$ cat src/rtl/battle_pkg.sv
// Shared definitions for the battlefront calculator: FSM state encodings,
// datapath widths, unit type codes and the battlefield extent.
package battle_pkg;

  localparam int POS_W = 9;
  localparam int DMG_W = 8;

  // Rightmost battlefield coordinate; the player spawns on this side.
  localparam logic [POS_W-1:0] FIELD_MAX = 9'd319;

  // One-hot phase encoding for the per-tick sequence.
  typedef enum logic [3:0] {
    QIdle   = 4'b0001,
    QMove   = 4'b0010,
    QSettle = 4'b0100,
    QDamage = 4'b1000
  } state_t;

  // Unit type codes; NONE means the lane is empty.
  typedef enum logic [1:0] {
    UNIT_NONE = 2'b00,
    UNIT_T1   = 2'b01,
    UNIT_T2   = 2'b10,
    UNIT_T3   = 2'b11
  } unit_t;

  function automatic logic unit_alive(input logic [1:0] t);
    return t != UNIT_NONE;
  endfunction

endpackage

$ cat src/rtl/battle_front_tick_gen.sv
// Game tick divider: counts TICK_DIV clk cycles and flags the last one.
module tick_gen #(
  parameter int TICK_DIV = 50000
) (
  input  logic i_clk,
  input  logic i_rst,
  output logic o_tick
);

  localparam int CNT_W = (TICK_DIV > 1) ? $clog2(TICK_DIV) : 1;
  localparam logic [CNT_W-1:0] LAST = CNT_W'(TICK_DIV - 1);

  logic [CNT_W-1:0] r_count;

  // Free-running modulo-TICK_DIV counter.
  always_ff @(posedge i_clk or posedge i_rst) begin
    if (i_rst) begin
      r_count <= '0;
    end else if (r_count == LAST) begin
      r_count <= '0;
    end else begin
      r_count <= r_count + CNT_W'(1);
    end
  end

  assign o_tick = (r_count == LAST);

endmodule

$ cat src/rtl/battle_front.sv
// Battlefront calculator for one enemy lane and one player lane.
// Each game tick runs move -> settle -> damage; fronts and contact are
// refreshed every cycle. Optional build macro: BATTLE_CRIT_EN adds a
// periodic critical hit on the player's attack against the enemy.
module battle_front import battle_pkg::*; #(
  parameter int               TICK_DIV  = 50000,
  parameter logic [POS_W-1:0] FIELD_MAX = battle_pkg::FIELD_MAX
`ifdef BATTLE_CRIT_EN
  , parameter int             CRIT_PERIOD = 4
`endif
) (
  input  logic             clk,
  input  logic             reset,
  input  logic [POS_W-1:0] enemyPos,
  input  logic [1:0]       enemyType,
  input  logic [DMG_W-1:0] enemyDamageOut,
  input  logic [POS_W-1:0] playerPos,
  input  logic [1:0]       playerType,
  input  logic [DMG_W-1:0] playerDamageOut,
  output logic             moveSCEN,
  output logic             damageSCEN,
  output logic [POS_W-1:0] enemyUnitFront,
  output logic [POS_W-1:0] playerUnitFront,
  output logic [DMG_W-1:0] enemyDamageIn,
  output logic [DMG_W-1:0] playerDamageIn,
  output logic             contact
);

  state_t           r_state;
  logic             w_tick;
  logic             w_contact;
  logic [DMG_W-1:0] w_hitEnemy;

  tick_gen #(.TICK_DIV(TICK_DIV)) u_tick (
    .i_clk  (clk),
    .i_rst  (reset),
    .o_tick (w_tick)
  );

  assign w_contact = unit_alive(enemyType) && unit_alive(playerType) &&
                     (enemyPos >= playerPos);

`ifdef BATTLE_CRIT_EN
  localparam logic [2:0] CRIT_LAST = 3'(CRIT_PERIOD - 1);

  logic [2:0] r_crit;

  function automatic logic [DMG_W-1:0] sat_double(input logic [DMG_W-1:0] d);
    logic [DMG_W:0] s;
    s = {d, 1'b0};
    return s[DMG_W] ? {DMG_W{1'b1}} : s[DMG_W-1:0];
  endfunction

  // Count landed hits; the counter value seen while settling decides the crit.
  always_ff @(posedge clk or posedge reset) begin
    if (reset) begin
      r_crit <= '0;
    end else if ((r_state == QDamage) && contact) begin
      r_crit <= (r_crit == CRIT_LAST) ? 3'd0 : r_crit + 3'd1;
    end
  end

  assign w_hitEnemy = (r_crit == CRIT_LAST) ? sat_double(playerDamageOut)
                                            : playerDamageOut;
`else
  assign w_hitEnemy = playerDamageOut;
`endif

  // Phase sequencer; the damage output registers double as the damage latch,
  // loaded from the units' damageOut on the edge that ends QSettle.
  always_ff @(posedge clk or posedge reset) begin
    if (reset) begin
      r_state        <= QIdle;
      moveSCEN       <= 1'b0;
      damageSCEN     <= 1'b0;
      enemyDamageIn  <= '0;
      playerDamageIn <= '0;
    end else begin
      moveSCEN       <= 1'b0;
      damageSCEN     <= 1'b0;
      enemyDamageIn  <= '0;
      playerDamageIn <= '0;
      case (r_state)
        QIdle: begin
          if (w_tick) begin
            r_state  <= QMove;
            moveSCEN <= 1'b1;
          end
        end
        QMove:   r_state <= QSettle;
        QSettle: begin
          r_state    <= QDamage;
          damageSCEN <= 1'b1;
          if (w_contact) begin
            enemyDamageIn  <= w_hitEnemy;
            playerDamageIn <= enemyDamageOut;
          end
        end
        QDamage: r_state <= QIdle;
        default: r_state <= QIdle;
      endcase
    end
  end

  // Opponent fronts and contact flag, refreshed every cycle.
  always_ff @(posedge clk or posedge reset) begin
    if (reset) begin
      enemyUnitFront  <= FIELD_MAX;
      playerUnitFront <= '0;
      contact         <= 1'b0;
    end else begin
      enemyUnitFront  <= unit_alive(playerType) ? playerPos : FIELD_MAX;
      playerUnitFront <= unit_alive(enemyType) ? enemyPos : '0;
      contact         <= w_contact;
    end
  end

endmodule

$ cat config.mk
export PLATFORM = sky130hd
export DESIGN_NAME = battle_front
export DESIGN_NICKNAME = d
export VERILOG_FILES = /design/src/rtl/battle_pkg.sv /design/src/rtl/battle_front_tick_gen.sv /design/src/rtl/battle_front.sv
export SDC_FILE = /design/constraint.sdc
export NUM_CORES = 1
export LEC_CHECK = 0
export CAP_MARGIN = 20
export CELL_PAD_IN_SITES_DETAIL_PLACEMENT = 0
export CELL_PAD_IN_SITES_GLOBAL_PLACEMENT = 2
export CORE_MARGIN = 3
export CORE_UTILIZATION = 26
export CTS_CLUSTER_SIZE = 20
export DETAILED_ROUTE_END_ITERATION = 12
export GPL_TIMING_DRIVEN = 1
export HOLD_SLACK_MARGIN = 0.06
export PLACE_DENSITY_LB_ADDON = 0.1
export SYNTH_ARGS = -nofsm -noshare
export SYNTH_HDL_FRONTEND = slang
export SYNTH_SLANG_ARGS = --single-unit
$ cat constraint.sdc
create_clock -name clk -period 1.8 [get_ports clk]
set_input_delay 0.36 -clock clk [delete_from_list [all_inputs] [get_ports clk]]
set_output_delay 0.36 -clock clk [all_outputs]
set_load 0.01 [all_outputs]
==> results.cfg, run 1 <==
[outcome]
status = completed

[cts]
post_cts_hold_buffer_count = 0
worstSkewPairLatency_ns = 0.33
tritoncts = built
htree_num_levels = 3
clock_tree_root_buffer_cell = clkbuf_8
clock_path_buffers = 2
clkSinkCount = 57
clk_transition_reported_paths_ns = 0.06
cts-buffers-inserted = 9

[floorplan]
die_height_um = 102
pin_count = 77
rows = 34
coreArea_um2 = 8810
die_w_um = 102
die_area_um2 = 10400
start_util_pct = 27.1

[place]
place.detailed.hpwl_um = 4520
gp_congestion = 0.726
place.port_buffers = 76
numPlacedInstances = 417
placed_cell_area_um2 = 3490

[run]
max_cap_viol_count = 0

[route]
detail-route-antenna-nets = 0
firstDrtPassIters = 4
route.vias.total = 1897
wl_per_cell_um = 14.2
post_drt_via_cell_ratio = 4.35
drt-total-wl_um = 6200
drtIter0Drc = 20
drc = 0

[cells_and_area]
layout-drive-gt1-share_pct = 22.0
n_antenna_cell = 0
finish.instance_area_um2 = 3810
num-nets-final = 373
fin_util_pct = 43.3
area_growth_syn_to_layout_pct = 59.8
finished_layout_cells = 436

[pwr]
internal-power_mw = 2.27
powerDensity_nw_per_um2 = 770
comb_power_share_pct = 12.0
clockPowerShare_pct = 42.8
net_switching_power_mw = 0.664
cellLeakagePower_nw = 1.70
ir_worst_vdd_v = 0.000331
power_frac_seq_pct = 45.2
power_switching_share_pct = 22.6

[synthesis]
synth.net_count = 261
avg_synthesized_cell_area_um2 = 11.3
synth-edff-count = 0
postSynthRegisterBits = 57
synth_area_um2 = 2390
synth_seq_area_share_pct = 60.2
yosysWarningCount = 0
synth_async_sr_flop_share_pct = 100
yosysUniqueCellTypes = 36
dominantRegCellSynth = dfrtp_1
synth_cells = 211

[sta]
setup_viol = 0
clock_skew_ns = 0.00692
slew_violations = 0
worst-slew-pin-transition_ns = 0.412
min_period_over_period_pct = 98.4
totalNegativeSetupSlack_ns = 0
max_clock_freq_ghz = 0.565
timing_hold_violations_final = 0
fin_crit_ns = 1.77
timing.max_slew.rel_slack_pct = 72.5

[critical_path]
worst_setup_path_start_kind = input pin
crit_path_max_fanout = 8
worstSetupPathType = in2reg
kind_of_end_point_of_the_critical_path = register
cp_data_arrival_time_ns = 1.98
cp_data_required_time_ns = 2.01

[global_route]
first_global_vias = 2015
wire_length_of_the_first_global_routing_pass_um = 9840
track_usage_pct = 12.5
grt_max_degree = 33
antenna_found_initial = 0
globalRoute.totalOverflow = 0

[min_path]
worstHoldPathType = in2reg
[layout make-up]
type / count / area [um^2]
well taps: 108 / 135
multi-input cells: 137 / 948
clock buffers: 14 / 173
inverters: 11 / 41.3
fillers: 865 / 4990
repair buffers: 107 / 1040
flip-flops and latches: 57 / 1440
clock inverters: 2 / 35.0
[power by group through the flow]
stage / registers, mW / clock network, mW / logic (mW)
detailed placement: 1.35 / 0 / 0.320
CTS: 1.33 / 1.30 / 0.322
finish: 1.33 / 1.26 / 0.353
global route: 1.33 / 1.36 / 0.385
global placement: 1.35 / 0 / 0.319
floorplan: 1.36 / 0 / 0.0868
[metrics by stage]
step / hold WS, ns / power [mW] / worst slack (ns)
2_1_floorplan: 0.423 / 1.45 / 0.0162
3_3_place_gp: 0.500 / 1.67 / -0.321
3_5_place_dp: 0.513 / 1.67 / -0.340
4_1_cts: 0.451 / 2.95 / 0.0235
5_1_grt: 0.299 / 3.07 / -0.00419
6_report: 0.302 / 2.93 / 0.0292
[cell usage after synthesis (2+ instances only)]
cell type,number,area share [%]
dfrtp_1,49,51
nand2_1,23,3.6
a21oi_1,20,4.2
nor2_1,16,2.5
inv_1,11,1.7
ha_1,10,5.2
nor2b_1,10,2.6
o21ai_0,9,1.9
dfstp_2,8,8.8
xor2_1,7,2.6
nand4_1,5,1.3
clkbuf_1,4,0.63
nor3_1,4,0.84
and3_1,3,0.79
mux2_2,3,1.4
nand3_1,3,0.63
nor4b_1,3,1.1
xnor2_1,3,1.1
nand3b_1,2,0.63
or3_1,2,0.52
[placed cells by master, fill, tap and decap left out, types with 2 or more instances in the layout]
| cell type | instances |
|---|---|
| ha_1 | 8 |
| nand3_1 | 3 |
| clkbuf_1 | 2 |
| ha_4 | 2 |
| dfstp_2 | 8 |
| dlymetal6s2s_1 | 3 |
| clkbuf_8 | 12 |
| xnor2_1 | 3 |
| nand3b_1 | 2 |
| mux2_2 | 3 |
| nor4b_1 | 3 |
| and3_1 | 3 |
| xor2_1 | 7 |
| nor3_1 | 3 |
| inv_1 | 10 |
| a21oi_2 | 2 |
| nor2_1 | 15 |
| nor2b_1 | 10 |
| nand4_1 | 5 |
| clkdlybuf4s50_1 | 73 |
| o21ai_2 | 2 |
| buf_4 | 28 |
| a21oi_1 | 18 |
| dfrtp_1 | 49 |
| buf_12 | 2 |
| nand2_1 | 22 |
| o21ai_0 | 7 |
[metal layers]
metal | share of wire, % | vias to the layer above | global-route usage, % | wire, um
li1 | - | 947 | - | -
met1 | 43 | 887 | 15.3 | 2670
met2 | 48 | 51 | 19.0 | 2950
met3 | 6.7 | 12 | 5.23 | 413
met4 | 2.7 | 0 | 5.93 | 167
met5 | 0 | - | 0 | 0
[kinds of logic (layout without fill, tap and decap cells)]
family / Yosys count / after routing / share of synthesized area, %
and+or+nand+nor: 81 / 81 / 18.8
DFF: 57 / 57 / 60.2
AOI/OAI and AO/OA: 32 / 32 / 7.13
buffers and inverters: 17 / 134 / 3.15
adders and majority gates: 10 / 10 / 5.24
xor gates and xnor gates: 10 / 10 / 3.67
muxes: 4 / 4 / 1.84
[critical path: stages]
cell,delay (ns)
clkdlybuf4s50_1,0.53
ha_4,0.22
a21oi_1,0.15
o21ai_2,0.11
a41oi_4,0.33
clkbuf_16,0.22
a21oi_1,0.06
[worst paths after layout]
path,endpoint,cells after the start,start,slack [ns]
max,playerDamageIn[7]$_DFF_PP0_,7,enemyPos[2],0.03
min,playerUnitFront[0]$_DFF_PP0_,3,enemyPos[0],0.30
min in group asynchronous,r_state[1]$_DFFE_PP0P_,3,reset,0.45
max reg2reg,u_tick.r_count[12]$_DFF_PP0_,5,u_tick.r_count[13]$_DFF_PP0_,0.08
max in group asynchronous,u_tick.r_count[10]$_DFF_PP0_,3,reset,1.01
min reg2reg,u_tick.r_count[15]$_DFF_PP0_,1,u_tick.r_count[15]$_DFF_PP0_,0.51
[sequential cells by signal, indices dropped and copies added, names as in the netlist]
name / count
enemyDamageIn: 8
r_state: 4
contact: 1
moveSCEN: 1
enemyUnitFront: 9
playerDamageIn: 8
playerUnitFront: 9
u_tick.r_count: 16
damageSCEN: 1
[what timing repair did]
action                                  4_1_cts  5_1_grt
cloned                                        0        1
pin swaps                                     1        1
endpoints found under the setup margin        4       22
gates resized for setup                       1       15
buffers inserted                              0        2
Note: power is estimated with default switching activity, not from simulation.
==> run 2: changes to the inputs <==
--- a/config.mk
+++ b/config.mk
@@ -12,9 +12,9 @@
 export CORE_UTILIZATION = 26
 export CTS_CLUSTER_SIZE = 20
 export DETAILED_ROUTE_END_ITERATION = 12
-export GPL_TIMING_DRIVEN = 1
 export HOLD_SLACK_MARGIN = 0.06
 export PLACE_DENSITY_LB_ADDON = 0.1
+export SKIP_LAST_GASP = 1
 export SYNTH_ARGS = -nofsm -noshare
 export SYNTH_HDL_FRONTEND = slang
 export SYNTH_SLANG_ARGS = --single-unit
==> results.cfg, run 2 (same netlist as run 1, synthesis figures left out) <==
[outcome]
status = completed

[sta]
slew_violations = 0
timing.final.ws_setup_ns = 0.0284
setup_viol = 0
clock_skew_ns = 0.00691
timing.max_slew.rel_slack_pct = 72.5
timing_hold_violations_final = 0
min_period_over_period_pct = 98.4
fin_crit_ns = 1.77
grt_setup_unrepaired = yes
worst-slew-pin-transition_ns = 0.412
max_clock_freq_ghz = 0.564
whs_ns = 0.302

[pwr]
power_switching_share_pct = 22.6
power_frac_seq_pct = 45.2
internal-power_mw = 2.27
fin_total_pwr_mw = 2.93
net_switching_power_mw = 0.662
comb_power_share_pct = 11.9
powerDensity_nw_per_um2 = 770
clockPowerShare_pct = 42.9
cellLeakagePower_nw = 1.70
ir_worst_vdd_v = 0.000331

[critical_path]
crit_path_max_fanout = 8
cp_data_required_time_ns = 2.01
cp_data_arrival_time_ns = 1.98
worst_setup_path_start_kind = input pin
setup.worst_path.start = playerPos[6]
r2r-start = u_tick.r_count[13]$_DFF_PP0_
kind_of_end_point_of_the_critical_path = register
worstSetupPathType = in2reg

[floorplan]
pin_count = 77
coreArea_um2 = 8810
die_w_um = 102
die_area_um2 = 10400
start_util_pct = 27.1
die_height_um = 102
rows = 34

[cts]
clk_transition_reported_paths_ns = 0.06
cts-buffers-inserted = 9
post_cts_hold_buffer_count = 0
htree_num_levels = 3
worstSkewPairLatency_ns = 0.33
clkSinkCount = 57
tritoncts = built
clock_path_buffers = 2
clock_tree_root_buffer_cell = clkbuf_8

[cells_and_area]
layout-drive-gt1-share_pct = 21.3
registers.top_by_ff_count = u_tick.r_count
mostFrequentLayoutCells = clkdlybuf4s50_1 (73), dfrtp_1 (49), buf_4 (28), nand2_1 (22), a21oi_1 (18)
n_antenna_cell = 0
finish.instance_area_um2 = 3810
largest_register_ff_count = 16
area_growth_syn_to_layout_pct = 59.5
num-nets-final = 373
biggestRegsByFlops = u_tick.r_count: 16 flops, enemyUnitFront: 9 flops, playerUnitFront: 9 flops
layout.cells.most_common = clkdlybuf4s50_1

[route]
drc = 0
drtIter0Drc = 21
firstDrtPassIters = 4
post_drt_via_cell_ratio = 4.34
detail-route-antenna-nets = 0
wl_per_cell_um = 14.2
route.vias.total = 1894
drt-total-wl_um = 6210

[place]
place.port_buffers = 76
dpl_worst_slack_ns = -0.340
placed_cell_area_um2 = 3490
place.detailed.hpwl_um = 4520
gp_congestion = 0.726

[global_route]
track_usage_pct = 12.5
grt_max_degree = 33
antenna_found_initial = 0
first_global_vias = 2015
wire_length_of_the_first_global_routing_pass_um = 9840
globalRoute.totalOverflow = 0

[run]
max_cap_viol_count = 0

[min_path]
worstHoldPathType = in2reg
worst_hold_startpoint = enemyPos[0]
==> run 2: changes by cell type in the layout (fill, tap and decap cells not counted) <==
cell	delta
nor2_2	-1
o21ai_1	+1
o21ai_2	-1
nor2_1	+1
==> run 2: final timing paths <==
| path | end | slack, ns | cells past startpoint |
|---|---|---|---|
| worst max-delay path | playerDamageIn[7]$_DFF_PP0_ | 0.03 | 8 |
| worst min-delay path | playerUnitFront[0]$_DFF_PP0_ | 0.30 | 3 |
| worst max register to register | u_tick.r_count[12]$_DFF_PP0_ | 0.08 | 5 |
| worst min register to register | u_tick.r_count[15]$_DFF_PP0_ | 0.51 | 1 |
| max in group asynchronous | u_tick.r_count[10]$_DFF_PP0_ | 1.01 | 3 |
| min in group asynchronous | r_state[1]$_DFFE_PP0P_ | 0.45 | 3 |
==> run 2: power by group through the flow <==
stage / Clock (mW) / Sequential, mW / Combinational (mW)
3_5_place_dp: 0 / 1.35 / 0.320
3_3_place_gp: 0 / 1.35 / 0.319
5_1_grt: 1.36 / 1.33 / 0.382
2_1_floorplan: 0 / 1.36 / 0.0868
4_1_cts: 1.30 / 1.33 / 0.322
6_report: 1.26 / 1.33 / 0.350
==> run 2: what timing repair did <==
item	4_1_cts	5_1_grt
gates cloned	0	1
gates resized for setup	1	13
setup buffers	0	2
pin swaps	1	1
setup endpoints to repair	4	22
==> run 2: metal layers <==
layer / part of all wire (%) / vias up / GRT usage (%)
li1: - / 947 / -
met4: 2.7 / 0 / 5.93
met2: 47 / 51 / 19.0
met3: 6.6 / 12 / 5.23
met5: 0 / - / 0
met1: 43 / 884 / 15.3
==> run 2: layout make-up <==
class	instances	area, um^2
Fill cell	867	5000
Sequential cell	57	1440
Timing Repair Buffer	107	1040
Multi-Input combinational cell	137	942
Clock buffer	14	173
Tap cell	108	135
Inverter	11	41.3
Clock inverter	2	35.0
==> run 2: per-stage QoR <==
stage	TNS (ns)	utilization, %	instances
after floorplan	0	-	211
after global placement	-5.38	39.6	417
after detailed placement	-5.27	39.6	417
after CTS	0	42.0	433
after global routing	-0.140	43.2	436
final	0	43.2	436
==> run 2: critical path, cell delays in order <==
cell and delay [ns]:
clkdlybuf4s50_1 0.45, inv_1 0.05, ha_1 0.29, a21oi_2 0.13
o21ai_1 0.12, a41oi_4 0.29, clkbuf_16 0.22, a21oi_1 0.06
==> run 3: changes to the inputs <==
--- a/config.mk
+++ b/config.mk
@@ -13,7 +13,7 @@
 export CTS_CLUSTER_SIZE = 20
 export DETAILED_ROUTE_END_ITERATION = 12
 export HOLD_SLACK_MARGIN = 0.06
-export PLACE_DENSITY_LB_ADDON = 0.1
+export PLACE_DENSITY = 0.85
 export SKIP_LAST_GASP = 1
 export SYNTH_ARGS = -nofsm -noshare
 export SYNTH_HDL_FRONTEND = slang
==> results.cfg, run 3 (same netlist as run 1, synthesis figures left out) <==
[pwr]
fin_total_pwr_mw = 2.67
ir_worst_vdd_v = 0.000334
cellLeakagePower_nw = 1.62
powerDensity_nw_per_um2 = 727

[cts]
htree_num_levels = 3
clkSinkCount = 57
tritoncts = built
post_cts_hold_buffer_count = 0
clock_tree_root_buffer_cell = clkbuf_8
clock_path_buffers = 2
worstSkewPairLatency_ns = 0.33
clk_transition_reported_paths_ns = 0.07
cts-buffers-inserted = 9

[critical_path]
cp_data_required_time_ns = 2.01
worstSetupPathType = reg2reg
critical_path_buf_inv_count = 1
worst_setup_path_start_kind = register
cp_data_arrival_time_ns = 1.97
rrSetupSlack_ns = 0.04
critical-path-max-stage-delay_ns = 0.55
crit_path_max_fanout = 4
critical_path.cell_chain = or4_4 > nor4_4 > buf_4 > nor2_1 > mux2_2
critical-path-slowest-cell = or4_4
kind_of_end_point_of_the_critical_path = register
worst_path_dominant_cell_family = simple AND/OR/NAND/NOR gates

[sta]
max_clock_freq_ghz = 0.569
min_period_over_period_pct = 97.7
grt_setup_unrepaired = yes
setup_viol = 0
clock_skew_ns = 0.00697
timing.max_slew.rel_slack_pct = 76.1
fin_crit_ns = 1.76
slew_violations = 0
worst-slew-pin-transition_ns = 0.353
whs_ns = 0.386
totalNegativeSetupSlack_ns = 0
timing_hold_violations_final = 0

[place]
gp_congestion = 0.750
placed_cell_area_um2 = 3480
place.detailed.hpwl_um = 4230
place.port_buffers = 76
numPlacedInstances = 414

[global_route]
globalRoute.totalOverflow = 0
grt_max_degree = 58
track_usage_pct = 11.8
wire_length_of_the_first_global_routing_pass_um = 9420
antenna_found_initial = 0
first_global_vias = 1994

[cells_and_area]
layout.cells.most_common = clkdlybuf4s50_1
num-nets-final = 367
n_antenna_cell = 0
registers.top_by_ff_count = u_tick.r_count
largest_register_ff_count = 16
finished_layout_cells = 430
finish.instance_area_um2 = 3670
area_growth_syn_to_layout_pct = 53.9
biggestRegsByFlops = u_tick.r_count: 16 flops, enemyUnitFront: 9 flops, playerUnitFront: 9 flops
multi_input_comb_area_um2 = 902
nFillCells = 832
layout-drive-gt1-share_pct = 19.6
mostFrequentLayoutCells = clkdlybuf4s50_1 (76), dfrtp_1 (49), nand2_1 (22), buf_4 (22), a21oi_1 (20)
seqCellArea_um2 = 1440

[floorplan]
start_util_pct = 27.1
coreArea_um2 = 8810
die_height_um = 102
rows = 34
die_w_um = 102
pin_count = 77
die_area_um2 = 10400

[route]
wl_per_cell_um = 13.2
firstDrtPassIters = 4
drtIter0Drc = 50
drt-total-wl_um = 5670
route.vias.total = 1883
drc = 0
post_drt_via_cell_ratio = 4.38
detail-route-antenna-nets = 0

[run]
max_cap_viol_count = 0

[outcome]
status = completed

[min_path]
worstHoldPathType = in2async
[run 3: area by class of cell]
| type | instances | share of cell area, % |
|---|---|---|
| Sequential cell | 57 | 39.1 |
| Timing Repair Buffer | 101 | 26.8 |
| Multi-Input combinational cell | 137 | 24.6 |
| Tap cell | 108 | 3.68 |
| Clock buffer | 9 | 3.37 |
| Clock inverter | 7 | 1.29 |
| Inverter | 11 | 1.12 |
[run 3: stage by stage]
stage	utilization, %	setup WS (ns)
floorplan	-	0.0162
global placement	39.5	-0.269
detailed placement	39.5	-0.289
CTS	41.5	0.0235
global route	41.7	-0.0136
finish	41.7	0.0417
[run 3: timing repair]
item / CTS / global route
setup buffers: 0 / 0
setup endpoints to repair: 2 / 13
resized for setup: 0 / 7
pin swaps: 1 / 0
[run 3: worst register-to-register path, delay by kind of cell, from the launching register on]
| kind | cells | cell delay, ns |
|---|---|---|
| buf+inv | 1 | 0.19 |
| mux | 1 | 0.26 |
| simple gates | 3 | 0.81 |
| flops | 1 | 0.38 |
[run 3: final timing paths]
path | startpoint | to | depth (start not counted)
max in group asynchronous | reset | enemyUnitFront[8]$_DFF_PP1_ | 3
worst min register to register | u_tick.r_count[15]$_DFF_PP0_ | u_tick.r_count[15]$_DFF_PP0_ | 1
worst min-delay path | reset | enemyDamageIn[5]$_DFF_PP0_ | 3
worst max-delay path | u_tick.r_count[13]$_DFF_PP0_ | u_tick.r_count[12]$_DFF_PP0_ | 5
min in group clk | u_tick.r_count[15]$_DFF_PP0_ | u_tick.r_count[15]$_DFF_PP0_ | 1
worst max register to register | u_tick.r_count[13]$_DFF_PP0_ | u_tick.r_count[12]$_DFF_PP0_ | 5
[run 3: metal layers]
layer	GRT usage [%]	part of all wire, %
met5	0	0
met4	4.60	0.99
met3	5.17	8.2
met2	18.4	49
met1	14.5	42
[run 3: where the power goes]
part           total, mW  internal [mW]  switching, mW
Clock               1.03          0.495          0.533
Combinational      0.319          0.185          0.134
Sequential          1.32           1.32        0.00859
